==> src/rtl/lcd_spi_sequencer_if.sv <==
// Byte-fetch handshake between the LCD sequencer (master) and the cipher encoder (slave).
interface lcd_spi_sequencer_if #(
    parameter int unsigned ADDR_W = 4,
    parameter int unsigned KEY_W  = 3
);
    logic              data_req;
    logic [ADDR_W-1:0] ram_addr;
    logic [KEY_W-1:0]  key_sel;
    logic [7:0]        data_in;
    logic              data_ack;

    modport master (
        output data_req, ram_addr, key_sel,
        input  data_in, data_ack
    );

    modport slave (
        input  data_req, ram_addr, key_sel,
        output data_in, data_ack
    );
endinterface

==> src/rtl/lcd_spi_sequencer.sv <==
// PCD8544 (Nokia 5110) sequencer: LCD reset, init command list, then endless streaming of
// encoded character columns over an on-chip SPI mode 0 serialiser paced by a tick divider.
module lcd_spi_sequencer #(
    parameter int unsigned CLK_DIV     = 2048,
    parameter int unsigned RST_TICKS   = 4,
    parameter int unsigned ADDR_W      = 4,
    parameter int unsigned RAM_DEPTH   = 16,
    parameter int unsigned KEY_W       = 3,
    parameter int unsigned NUM_KEYS    = 6,
    parameter int unsigned FRAME_CHARS = 84,
    parameter logic [7:0]  VOP         = 8'hB0
) (
    input  logic                clk,
    input  logic                reset,
    input  logic                run,
    lcd_spi_sequencer_if.master enc,
    output logic                lcd_rst_n,
    output logic                lcd_ce_n,
    output logic                lcd_dc,
    output logic                lcd_sclk,
    output logic                lcd_sdin,
    output logic                busy,
    output logic                frame_done
);
    localparam int unsigned DivW     = (CLK_DIV > 1) ? $clog2(CLK_DIV) : 1;
    localparam int unsigned LastTick = 17;
    localparam int unsigned TickMax  = (RST_TICKS > LastTick) ? RST_TICKS : LastTick;
    localparam int unsigned TW       = $clog2(TickMax + 1);
    localparam int unsigned PosW     = (FRAME_CHARS > 1) ? $clog2(FRAME_CHARS) : 1;

    typedef enum logic [2:0] {StHold, StInit, StFetch, StSend, StAdvance, StIdle} state_e;

    state_e          state_q, state_d;
    logic [DivW-1:0] div_q, div_d;
    logic [TW-1:0]   tcnt_q, tcnt_d;
    logic [2:0]      idx_q, idx_d;
    logic [PosW-1:0] pos_q, pos_d;
    logic [KEY_W-1:0] key_q, key_d;
    logic [7:0]      byte_q, byte_d;
    logic [7:0]      sh_q, sh_d;
    logic            busy_q, busy_d;
    logic            rst_n_q, rst_n_d;
    logic            ce_n_q, ce_n_d;
    logic            dc_q, dc_d;
    logic            sclk_q, sclk_d;
    logic            sdin_q, sdin_d;
    logic            tick;
    logic            byte_end;
    logic [7:0]      cur_byte;

    function automatic logic [7:0] init_byte(input logic [2:0] idx);
        case (idx)
            3'd0:    init_byte = 8'h21;
            3'd1:    init_byte = VOP;
            3'd2:    init_byte = 8'h04;
            3'd3:    init_byte = 8'h14;
            3'd4:    init_byte = 8'h20;
            default: init_byte = 8'h0C;
        endcase
    endfunction

    assign tick     = (div_q == DivW'(CLK_DIV - 1));
    assign cur_byte = (state_q == StInit) ? init_byte(idx_q) : byte_q;

    always_comb begin
        state_d  = state_q;
        div_d    = tick ? '0 : div_q + DivW'(1);
        tcnt_d   = tcnt_q;
        idx_d    = idx_q;
        pos_d    = pos_q;
        key_d    = key_q;
        byte_d   = byte_q;
        sh_d     = sh_q;
        busy_d   = busy_q;
        rst_n_d  = rst_n_q;
        ce_n_d   = ce_n_q;
        dc_d     = dc_q;
        sclk_d   = sclk_q;
        sdin_d   = sdin_q;
        byte_end = 1'b0;

        case (state_q)
            StHold: begin
                if (tick) begin
                    if (tcnt_q == TW'(RST_TICKS - 1)) begin
                        tcnt_d  = '0;
                        rst_n_d = 1'b1;
                        state_d = StInit;
                    end else begin
                        tcnt_d = tcnt_q + TW'(1);
                    end
                end
            end
            StInit, StSend: begin
                // t0 frames the byte, odd ticks raise sclk, even ticks drop it and shift
                if (tick) begin
                    tcnt_d = tcnt_q + TW'(1);
                    if (tcnt_q == '0) begin
                        ce_n_d = 1'b0;
                        dc_d   = (state_q == StSend);
                        sh_d   = cur_byte;
                        sdin_d = cur_byte[7];
                    end else if (tcnt_q == TW'(LastTick)) begin
                        ce_n_d   = 1'b1;
                        tcnt_d   = '0;
                        byte_end = 1'b1;
                    end else if (tcnt_q[0]) begin
                        sclk_d = 1'b1;
                    end else begin
                        sclk_d = 1'b0;
                        if (tcnt_q != TW'(LastTick - 1)) begin
                            sh_d   = {sh_q[6:0], 1'b0};
                            sdin_d = sh_q[6];
                        end
                    end
                end
                if (byte_end) begin
                    if (state_q == StInit) begin
                        if (idx_q == 3'd5) begin
                            idx_d   = '0;
                            busy_d  = 1'b0;
                            state_d = StFetch;
                        end else begin
                            idx_d = idx_q + 3'd1;
                        end
                    end else if (key_q == KEY_W'(NUM_KEYS - 1)) begin
                        key_d   = '0;
                        state_d = StAdvance;
                    end else begin
                        key_d   = key_q + KEY_W'(1);
                        state_d = StFetch;
                    end
                end
            end
            StFetch: begin
                if (enc.data_ack) begin
                    byte_d  = enc.data_in;
                    state_d = StSend;
                end
            end
            StAdvance: begin
                pos_d   = (pos_q == PosW'(FRAME_CHARS - 1)) ? '0 : pos_q + PosW'(1);
                state_d = run ? StFetch : StIdle;
            end
            StIdle: begin
                if (run) state_d = StFetch;
            end
            default: state_d = StHold;
        endcase
    end

    always_ff @(posedge clk or negedge reset) begin
        if (!reset) begin
            state_q <= StHold;
            div_q   <= '0;
            tcnt_q  <= '0;
            idx_q   <= '0;
            pos_q   <= '0;
            key_q   <= '0;
            byte_q  <= '0;
            sh_q    <= '0;
            busy_q  <= 1'b1;
            rst_n_q <= 1'b0;
            ce_n_q  <= 1'b1;
            dc_q    <= 1'b0;
            sclk_q  <= 1'b0;
            sdin_q  <= 1'b0;
        end else begin
            state_q <= state_d;
            div_q   <= div_d;
            tcnt_q  <= tcnt_d;
            idx_q   <= idx_d;
            pos_q   <= pos_d;
            key_q   <= key_d;
            byte_q  <= byte_d;
            sh_q    <= sh_d;
            busy_q  <= busy_d;
            rst_n_q <= rst_n_d;
            ce_n_q  <= ce_n_d;
            dc_q    <= dc_d;
            sclk_q  <= sclk_d;
            sdin_q  <= sdin_d;
        end
    end

    // Characters beyond the RAM contents all map to the trailing fill entry
    assign enc.ram_addr = (32'(pos_q) >= RAM_DEPTH - 1) ? ADDR_W'(RAM_DEPTH - 1)
                                                         : ADDR_W'(pos_q);
    assign enc.key_sel  = key_q;
    assign enc.data_req = (state_q == StFetch);

    assign lcd_rst_n  = rst_n_q;
    assign lcd_ce_n   = ce_n_q;
    assign lcd_dc     = dc_q;
    assign lcd_sclk   = sclk_q;
    assign lcd_sdin   = sdin_q;
    assign busy       = busy_q;
    assign frame_done = (state_q == StAdvance) && (pos_q == PosW'(FRAME_CHARS - 1));
endmodule

==> src/flat_wrapper.sv <==
// flat-port wrapper written by rule: the top's interface ports become plain ports
module lcd_spi_sequencer_flat 
#(
    parameter int unsigned CLK_DIV     = 2048,
    parameter int unsigned RST_TICKS   = 4,
    parameter int unsigned ADDR_W      = 4,
    parameter int unsigned RAM_DEPTH   = 16,
    parameter int unsigned KEY_W       = 3,
    parameter int unsigned NUM_KEYS    = 6,
    parameter int unsigned FRAME_CHARS = 84,
    parameter logic [7:0]  VOP         = 8'hB0
)
  (clk, reset, run, lcd_rst_n, lcd_ce_n, lcd_dc, lcd_sclk, lcd_sdin, busy, frame_done, enc_data_req, enc_ram_addr, enc_key_sel, enc_data_in, enc_data_ack);
  lcd_spi_sequencer_if #(.ADDR_W(ADDR_W), .KEY_W(KEY_W)) enc_i ();
  input  logic clk;
  input  logic reset;
  input  logic run;
  output logic lcd_rst_n;
  output logic lcd_ce_n;
  output logic lcd_dc;
  output logic lcd_sclk;
  output logic lcd_sdin;
  output logic busy;
  output logic frame_done;
  output wire logic [$bits(enc_i.data_req)-1:0] enc_data_req;
  output wire logic [$bits(enc_i.ram_addr)-1:0] enc_ram_addr;
  output wire logic [$bits(enc_i.key_sel)-1:0] enc_key_sel;
  input wire logic [$bits(enc_i.data_in)-1:0] enc_data_in;
  input wire logic [$bits(enc_i.data_ack)-1:0] enc_data_ack;
  assign enc_data_req = enc_i.data_req;
  assign enc_ram_addr = enc_i.ram_addr;
  assign enc_key_sel = enc_i.key_sel;
  assign enc_i.data_in = enc_data_in;
  assign enc_i.data_ack = enc_data_ack;
  lcd_spi_sequencer #(.CLK_DIV(CLK_DIV), .RST_TICKS(RST_TICKS), .ADDR_W(ADDR_W), .RAM_DEPTH(RAM_DEPTH), .KEY_W(KEY_W), .NUM_KEYS(NUM_KEYS), .FRAME_CHARS(FRAME_CHARS), .VOP(VOP)) u_core (.clk(clk), .reset(reset), .run(run), .enc(enc_i), .lcd_rst_n(lcd_rst_n), .lcd_ce_n(lcd_ce_n), .lcd_dc(lcd_dc), .lcd_sclk(lcd_sclk), .lcd_sdin(lcd_sdin), .busy(busy), .frame_done(frame_done));
endmodule
==> config.mk <==
export PLATFORM = sky130hd
export DESIGN_NAME = lcd_spi_sequencer_flat
export DESIGN_NICKNAME = d
export VERILOG_FILES = /design/src/rtl/lcd_spi_sequencer_if.sv /design/src/rtl/lcd_spi_sequencer.sv /design/src/flat_wrapper.sv
export SDC_FILE = /design/constraint.sdc
export NUM_CORES = 1
export LEC_CHECK = 0
export CAP_MARGIN = 15
export CORE_AREA = 2 2 105 97
export DETAILED_ROUTE_END_ITERATION = 12
export DIE_AREA = 0 0 107 99
export GPL_TIMING_DRIVEN = 0
export SLEW_MARGIN = 5
export SYNTH_ARGS = -nofsm -noshare
export SYNTH_HDL_FRONTEND = slang
export SYNTH_SLANG_ARGS = --single-unit
==> constraint.sdc <==
create_clock -name clk -period 2.5 [get_ports clk]
set_input_delay 0.25 -clock clk [delete_from_list [all_inputs] [get_ports clk]]
set_output_delay 0.25 -clock clk [all_outputs]
set_load 0.005 [all_outputs]
==> results of run 1 <==
[through the flow]
| stage | power (mW) | hold WS (ps) | area, sq um | TNS (ps) |
|---|---|---|---|---|
| after floorplan | 0.874 | -45.6 | 2780 | 0 |
| after global placement | 0.910 | 463 | 3190 | -26590 |
| after detailed placement | 0.913 | 312 | 3210 | 0 |
| after CTS | 1.38 | 491 | 3320 | 0 |
| after global routing | 1.41 | 510 | 3320 | 0 |
| final | 1.35 | 486 | 3320 | 0 |
[flip-flops by register name, summed over array words and instances, names as in the netlist]
signal and cells:
u_core.busy 1, u_core.byte_q 8, u_core.div_q 11, u_core.enc.key_sel 3, u_core.idx_q 3, u_core.lcd_ce_n 1
u_core.lcd_dc 1, u_core.lcd_rst_n 1, u_core.lcd_sclk 1, u_core.lcd_sdin 1, u_core.pos_q 7, u_core.sh_q 7
u_core.state_q 3, u_core.tcnt_q 5
[cells in the final DEF, fill, tap and decap left out, types with 5 or more instances in the layout]
master           netlist  routed
xor2_1                 5       5
nand4_1                5       5
ha_1                   6       5
a21oi_1                8       8
xnor2_1                5       5
o31ai_1                5       5
clkdlybuf4s50_1        0      23
o21ai_0               22      22
o21ai_1                5       5
and2_1                 6       6
nand3_1               12      12
inv_1                  8       8
dfrtp_1               51      51
buf_2                  5       6
nor2_1                19      19
clkbuf_8               0       5
mux2_2                15      15
nor2b_1                8       8
nand2_1               30      30
[layer usage]
layer / GRT usage / up-vias / wire (um)
met5: 0 / - / 0
met4: 0.0330 / 0 / 75
met3: 0.0198 / 6 / 153
met2: 0.188 / 27 / 2610
met1: 0.170 / 1057 / 2990
li1: - / 1088 / -
[worst max path at each step]
stage	start	cells after the start	endpoint	slack [ps]
final	u_core.pos_q[0]$_DFFE_PN0N_	5	enc_ram_addr[1]	200
after CTS	u_core.state_q[2]$_DFFE_PN0P_	5	frame_done	60
after detailed placement	u_core.div_q[0]$_DFF_PN0_	6	u_core.tcnt_q[3]$_DFFE_PN0P_	100
after floorplan	u_core.tcnt_q[0]$_DFFE_PN0P_	9	u_core.sh_q[3]$_DFFE_PN0P_	550
after global placement	reset	1	u_core.div_q[4]$_DFF_PN0_	-520
after global routing	u_core.state_q[0]$_DFFE_PN0P_	5	frame_done	50
[critical path, delay by kind of cell (launching register included)]
kind,cells,cell delay [ps]
simple gates,3,880
flops,1,390
buf+inv,1,260
fa+ha+maj,1,210
[cells by family after synthesis]
family | share of synthesized area
muxes | 0.0644
and+or+nand+nor | 0.228
DFF | 0.479
buffers and inverters | 0.0306
xor gates and xnor gates | 0.0315
AOI/OAI and AO/OA | 0.140
adders and majority gates | 0.0270
[where the power goes]
group          leakage (nW)  switching [mW]  internal (mW)  total, mW
clock                0.0399           0.273          0.185      0.458
sequential            0.714               0          0.857      0.857
combinational         0.686          0.0200         0.0183     0.0383
[layout make-up]
class,count,area (sq um)
plain buffers,9,47.5
clock inverters,1,5.00
multi-input cells,210,1380
well taps,126,158
inverters,8,30.0
repair buffers,30,298
fillers,966,6170
flip-flops and latches,53,1330
clock buffers,5,68.8
[what timing repair did]
item	4_1_cts	5_1_grt
hold buffers	1	0
endpoints found under the setup margin	2	5
resized for setup	5	1
hold endpoints to repair	26	0
setup buffers	2	0
==> results.ini, run 1 <==
[sta]
setup_viol=0
post-route-min-period_ps=2300
maxSlewViolCount=0
max_slew_margin=0.510
fin_crit_sh=0.919
hold_violations=0
finClkSkew_ps=7.43
max_freq_ghz=0.435
rsz0062_at_grt=no
tightest_slew_ps=729
layout_setup_ws_ps=202

[synthesis]
synth_top_area_frac=0.460
synth_flop_cell=dfrtp_1
syn-cell-area_sq_um=2780
seq_area_frac_synth=0.479
synth.most_common_cell=dfrtp_1
postSynth.asyncResetShare=1.00
yosys_warnings=0
syn_inst=282
synth_commonest_cells=dfrtp_1 (51), nand2_1 (30), o21ai_0 (22)
ys_top_cells_by_area=dfrtp_1 (46%), mux2_2 (6.1%), nand2_1 (4.1%)
avgSynthCellArea_sq_um=9.85
synth_fp_nets=300
synth_area_leader_cell=dfrtp_1
synth_cell_types=56
ys_ff_latch=53
synth-edff-count=0

[worst_setup_path]
r2r_end=u_core.sh_q[3]$_DFFE_PN0P_
start_kind=flip-flop
worstSetupEndpointType=output pin
worstPathMaxFanout=4
r2r_slack_ps=270
r2r-start=u_core.tcnt_q[0]$_DFFE_PN0P_
arrival_ps=2050
cp.required_ps=2250
crit_type=flip-flop to output pin
crit_chain=ha_2 -> and3_4 -> or4_4 -> or2_2 -> dlygate4sd2_1
slowest_stage=or4_4
critPathMaxStageDelay_ps=410
r2r_cells=9

[routing]
drt_iter0_markers=106
wirelength_um=5830
via_count=2178
wire_per_inst_um=13.2
drc=0
ant_nets=0
dr.pass1.iters=4
routed_via_density=4.93

[die]
coreArea_sq_um=9490
start_util=0.293
dieArea_sq_um=10600
row_count=34
fp.dieH_um=99
io_pins=27
die_w_um=107

[cells_and_area]
insertedDiodeCount=0
final_nets=335
stdcell_count=442
area_growth_pct=19.5
postLayoutCoreUtil=0.350
layout-drive-gt1-share=0.149

[power]
power-per-cell-area_nw_per_um2=408
irDropWorstVdd_mv=0.212
power.leakage_nw=1.44

[clocking]
clock_sinks=53
cts_tree=built
cts_buffers=5
h-tree-depth=2
root_buffer=clkbuf_8
clk_path_buf_depth=2
clock_latency_ps=310
cts.clk_slew.worst_paths_ps=90

[global_routing]
grt_usage=0.119
grt_max_degree=28
grt_pass1_vias=2211
antenna_found_initial=0
grt_overflow_total=0
grt_pass1_wl_um=10400

[placed_design]
place_congestion=0.822
place_ws_ps=95.9
dp.cells=435
hpwl_um=4240
port_buffers=26

[worst_hold_path]
hold_path_class=input port to asynchronous set/reset pin

[run]
maxCapViolCount=0

[outcome]
status=finished clean

Power figures use the tool's default switching activity.
==> run 2: changes to the inputs <==
--- a/config.mk
+++ b/config.mk
@@ -7,6 +7,7 @@
 export LEC_CHECK = 0
 export CAP_MARGIN = 15
 export CORE_AREA = 2 2 105 97
+export CTS_CLUSTER_SIZE = 10
 export DETAILED_ROUTE_END_ITERATION = 12
 export DIE_AREA = 0 0 107 99
 export GPL_TIMING_DRIVEN = 0
==> results of run 2 <==
No change in the layout: final DEF, timing and power equal those of run 1.
==> run 3: changes to the inputs <==
--- a/config.mk
+++ b/config.mk
@@ -7,10 +7,12 @@
 export LEC_CHECK = 0
 export CAP_MARGIN = 15
 export CORE_AREA = 2 2 105 97
+export CTS_BUF_LIST = sky130_fd_sc_hd__clkbuf_2
 export CTS_CLUSTER_SIZE = 10
 export DETAILED_ROUTE_END_ITERATION = 12
 export DIE_AREA = 0 0 107 99
 export GPL_TIMING_DRIVEN = 0
+export HOLD_SLACK_MARGIN = 0.12
 export SLEW_MARGIN = 5
 export SYNTH_ARGS = -nofsm -noshare
 export SYNTH_HDL_FRONTEND = slang
==> results.ini, run 3 (synthesis results as in run 1) <==
[sta]
finClkSkew_ps=16.8  ; +9.34 ps
layout_setup_ws_ps=109  ; -93.0 ps
hold_violations=0  ; unchanged
fin_hold_ws_ps=331  ; -155 ps
max_slew_margin=0.509  ; about the same
tightest_slew_ps=729  ; +0.448 ps
post-route-min-period_ps=2390  ; +93.0 ps
fin_crit_sh=0.956  ; +0.0372
maxSlewViolCount=0  ; unchanged
max_freq_ghz=0.418  ; -3.9%
setup_viol=0  ; unchanged

[power]
power.leakage_nw=1.45  ; +0.48%
irDropWorstVdd_mv=0.235  ; +11%
finalPower_mw=1.22  ; -10%
power-per-cell-area_nw_per_um2=366  ; -10%

[cells_and_area]
area_growth_pct=19.7
final_cell_mix=dfrtp_1 (50), nand2_1 (30), clkdlybuf4s50_1 (23), o21ai_0 (22), nor2_1 (19)
layout-drive-gt1-share=0.177  ; +0.0283
reg_top3=u_core.div_q: 11 flops, u_core.byte_q: 8 flops
fill_cells=965  ; -0.10%
largest_register_ffs=11  ; unchanged
final_nets=341  ; +1.8%
insertedDiodeCount=0  ; unchanged
final_common_cell=dfrtp_1
max_flop_register=u_core.div_q

[worst_setup_path]
r2r_cells=9  ; unchanged
r2r-start=u_core.tcnt_q[0]$_DFFE_PN0P_
r2r_slack_ps=240  ; -30 ps
r2r_end=u_core.sh_q[3]$_DFFE_PN0P_
crit_chain=nor4b_1 -> and3_2 -> and2_1 -> clkdlybuf4s50_1
start_kind=flip-flop
worstSetupEndpointType=output pin
crit_type=flip-flop to output pin
critPathMaxStageDelay_ps=500  ; +90 ps
cp.required_ps=2250  ; about the same
worstPathMaxFanout=6  ; +2
slowest_stage=dfrtp_2
arrival_ps=2140  ; +90 ps

[die]
fp.dieH_um=99  ; unchanged
start_util=0.293  ; unchanged
io_pins=27  ; unchanged
row_count=34  ; unchanged
dieArea_sq_um=10600  ; unchanged
die_w_um=107  ; unchanged
coreArea_sq_um=9490  ; unchanged

[global_routing]
grt_pass1_vias=2208  ; -0.14%
grt_overflow_total=0  ; unchanged
grt_usage=0.119  ; -0.000418
grt_pass1_wl_um=10300  ; -0.26%
grt_max_degree=28  ; unchanged
antenna_found_initial=0  ; unchanged

[clocking]
clock_latency_ps=430  ; +120 ps
cts_tree=built
cts_buffers=5  ; unchanged
clock_sinks=53  ; unchanged
cts.clk_slew.worst_paths_ps=260  ; +170 ps
root_buffer=clkbuf_2
h-tree-depth=2  ; unchanged
clk_path_buf_depth=2  ; unchanged

[routing]
wire_per_inst_um=13.3  ; +0.50%
ant_nets=0  ; unchanged
drc=0  ; unchanged
via_count=2184  ; +0.28%
drt_iter0_markers=105  ; -0.94%
dr.pass1.iters=4  ; unchanged
routed_via_density=4.88  ; -1.1%
wirelength_um=5940  ; +1.9%

[placed_design]
port_buffers=26  ; unchanged
hpwl_um=4240  ; unchanged
place_ws_ps=95.9  ; unchanged
place_congestion=0.822  ; unchanged

[worst_hold_path]
hold_path_class=input port to asynchronous set/reset pin

[outcome]
status=finished clean

[run]
maxCapViolCount=0  ; unchanged

-- run 3: cell types whose count changed in the layout (fill, tap and decap cells not counted), moves of 2 or more --
cell / delta
buf_4: +6
clkbuf_2: +6
clkbuf_8: -5
dlygate4sd2_1: -2
-- run 3: cell type report --
cell class                      instances  area, sq um  share of cell area
Buffer                                  9         47.5              0.0143
Clock buffer                            5         25.0             0.00753
Clock inverter                          1         5.00             0.00151
Inverter                                8         30.0             0.00903
Multi-Input combinational cell        210         1390               0.418
Sequential cell                        53         1330               0.400
Tap cell                              126          158              0.0474
Timing Repair Buffer                   36          340               0.102
-- run 3: power by group --
part / internal, mW / switching (mW)
Clock: 0.0571 / 0.260
Combinational: 0.0183 / 0.0201
Sequential: 0.860 / 0
Total: 0.935 / 0.280
-- run 3: through the flow --
stage,TNS (ps),std cells,util,area (sq um)
floorplan,0,282,-,2780
global placement,-26590,434,0.337,3190
detailed placement,0,435,0.338,3210
CTS,0,443,0.345,3270
global route,-54.1,448,0.350,3320
finish,0,448,0.350,3320
-- run 3: layer usage --
layer	vias to the layer above	part of all wire	wire length, um	GRT usage
li1	1093	-	-	-
met1	1061	0.51	3060	0.170
met2	24	0.45	2670	0.186
met3	6	0.023	139	0.0198
met4	0	0.012	73	0.0330
met5	-	0	0	0
-- run 3: how the worst max path moves through the flow --
stage | startpoint | end | slack, ps | cells past startpoint
6_report | u_core.pos_q[3]$_DFFE_PN0N_ | frame_done | 110 | 4
5_1_grt | u_core.pos_q[3]$_DFFE_PN0N_ | frame_done | -50 | 4
4_1_cts | u_core.state_q[0]$_DFFE_PN0P_ | frame_done | 1 | 5
3_5_place_dp | u_core.div_q[0]$_DFF_PN0_ | u_core.tcnt_q[3]$_DFFE_PN0P_ | 100 | 6
3_3_place_gp | reset | u_core.div_q[4]$_DFF_PN0_ | -520 | 1
2_1_floorplan | u_core.tcnt_q[0]$_DFFE_PN0P_ | u_core.sh_q[3]$_DFFE_PN0P_ | 550 | 9
-- run 3: worst max-delay path: cells and delay by family (launching register included) --
family                 cells  cell delay, ps
buffers and inverters      1             490
and+or+nand+nor            3             730
DFF                        1             500
-- run 3: repair_timing --
item	4_1_cts	5_1_grt
hold buffers	1	0
gates resized for setup	5	9
hold endpoints to repair	26	0
setup endpoints to repair	3	8
pin swaps	1	1
setup buffers	3	5
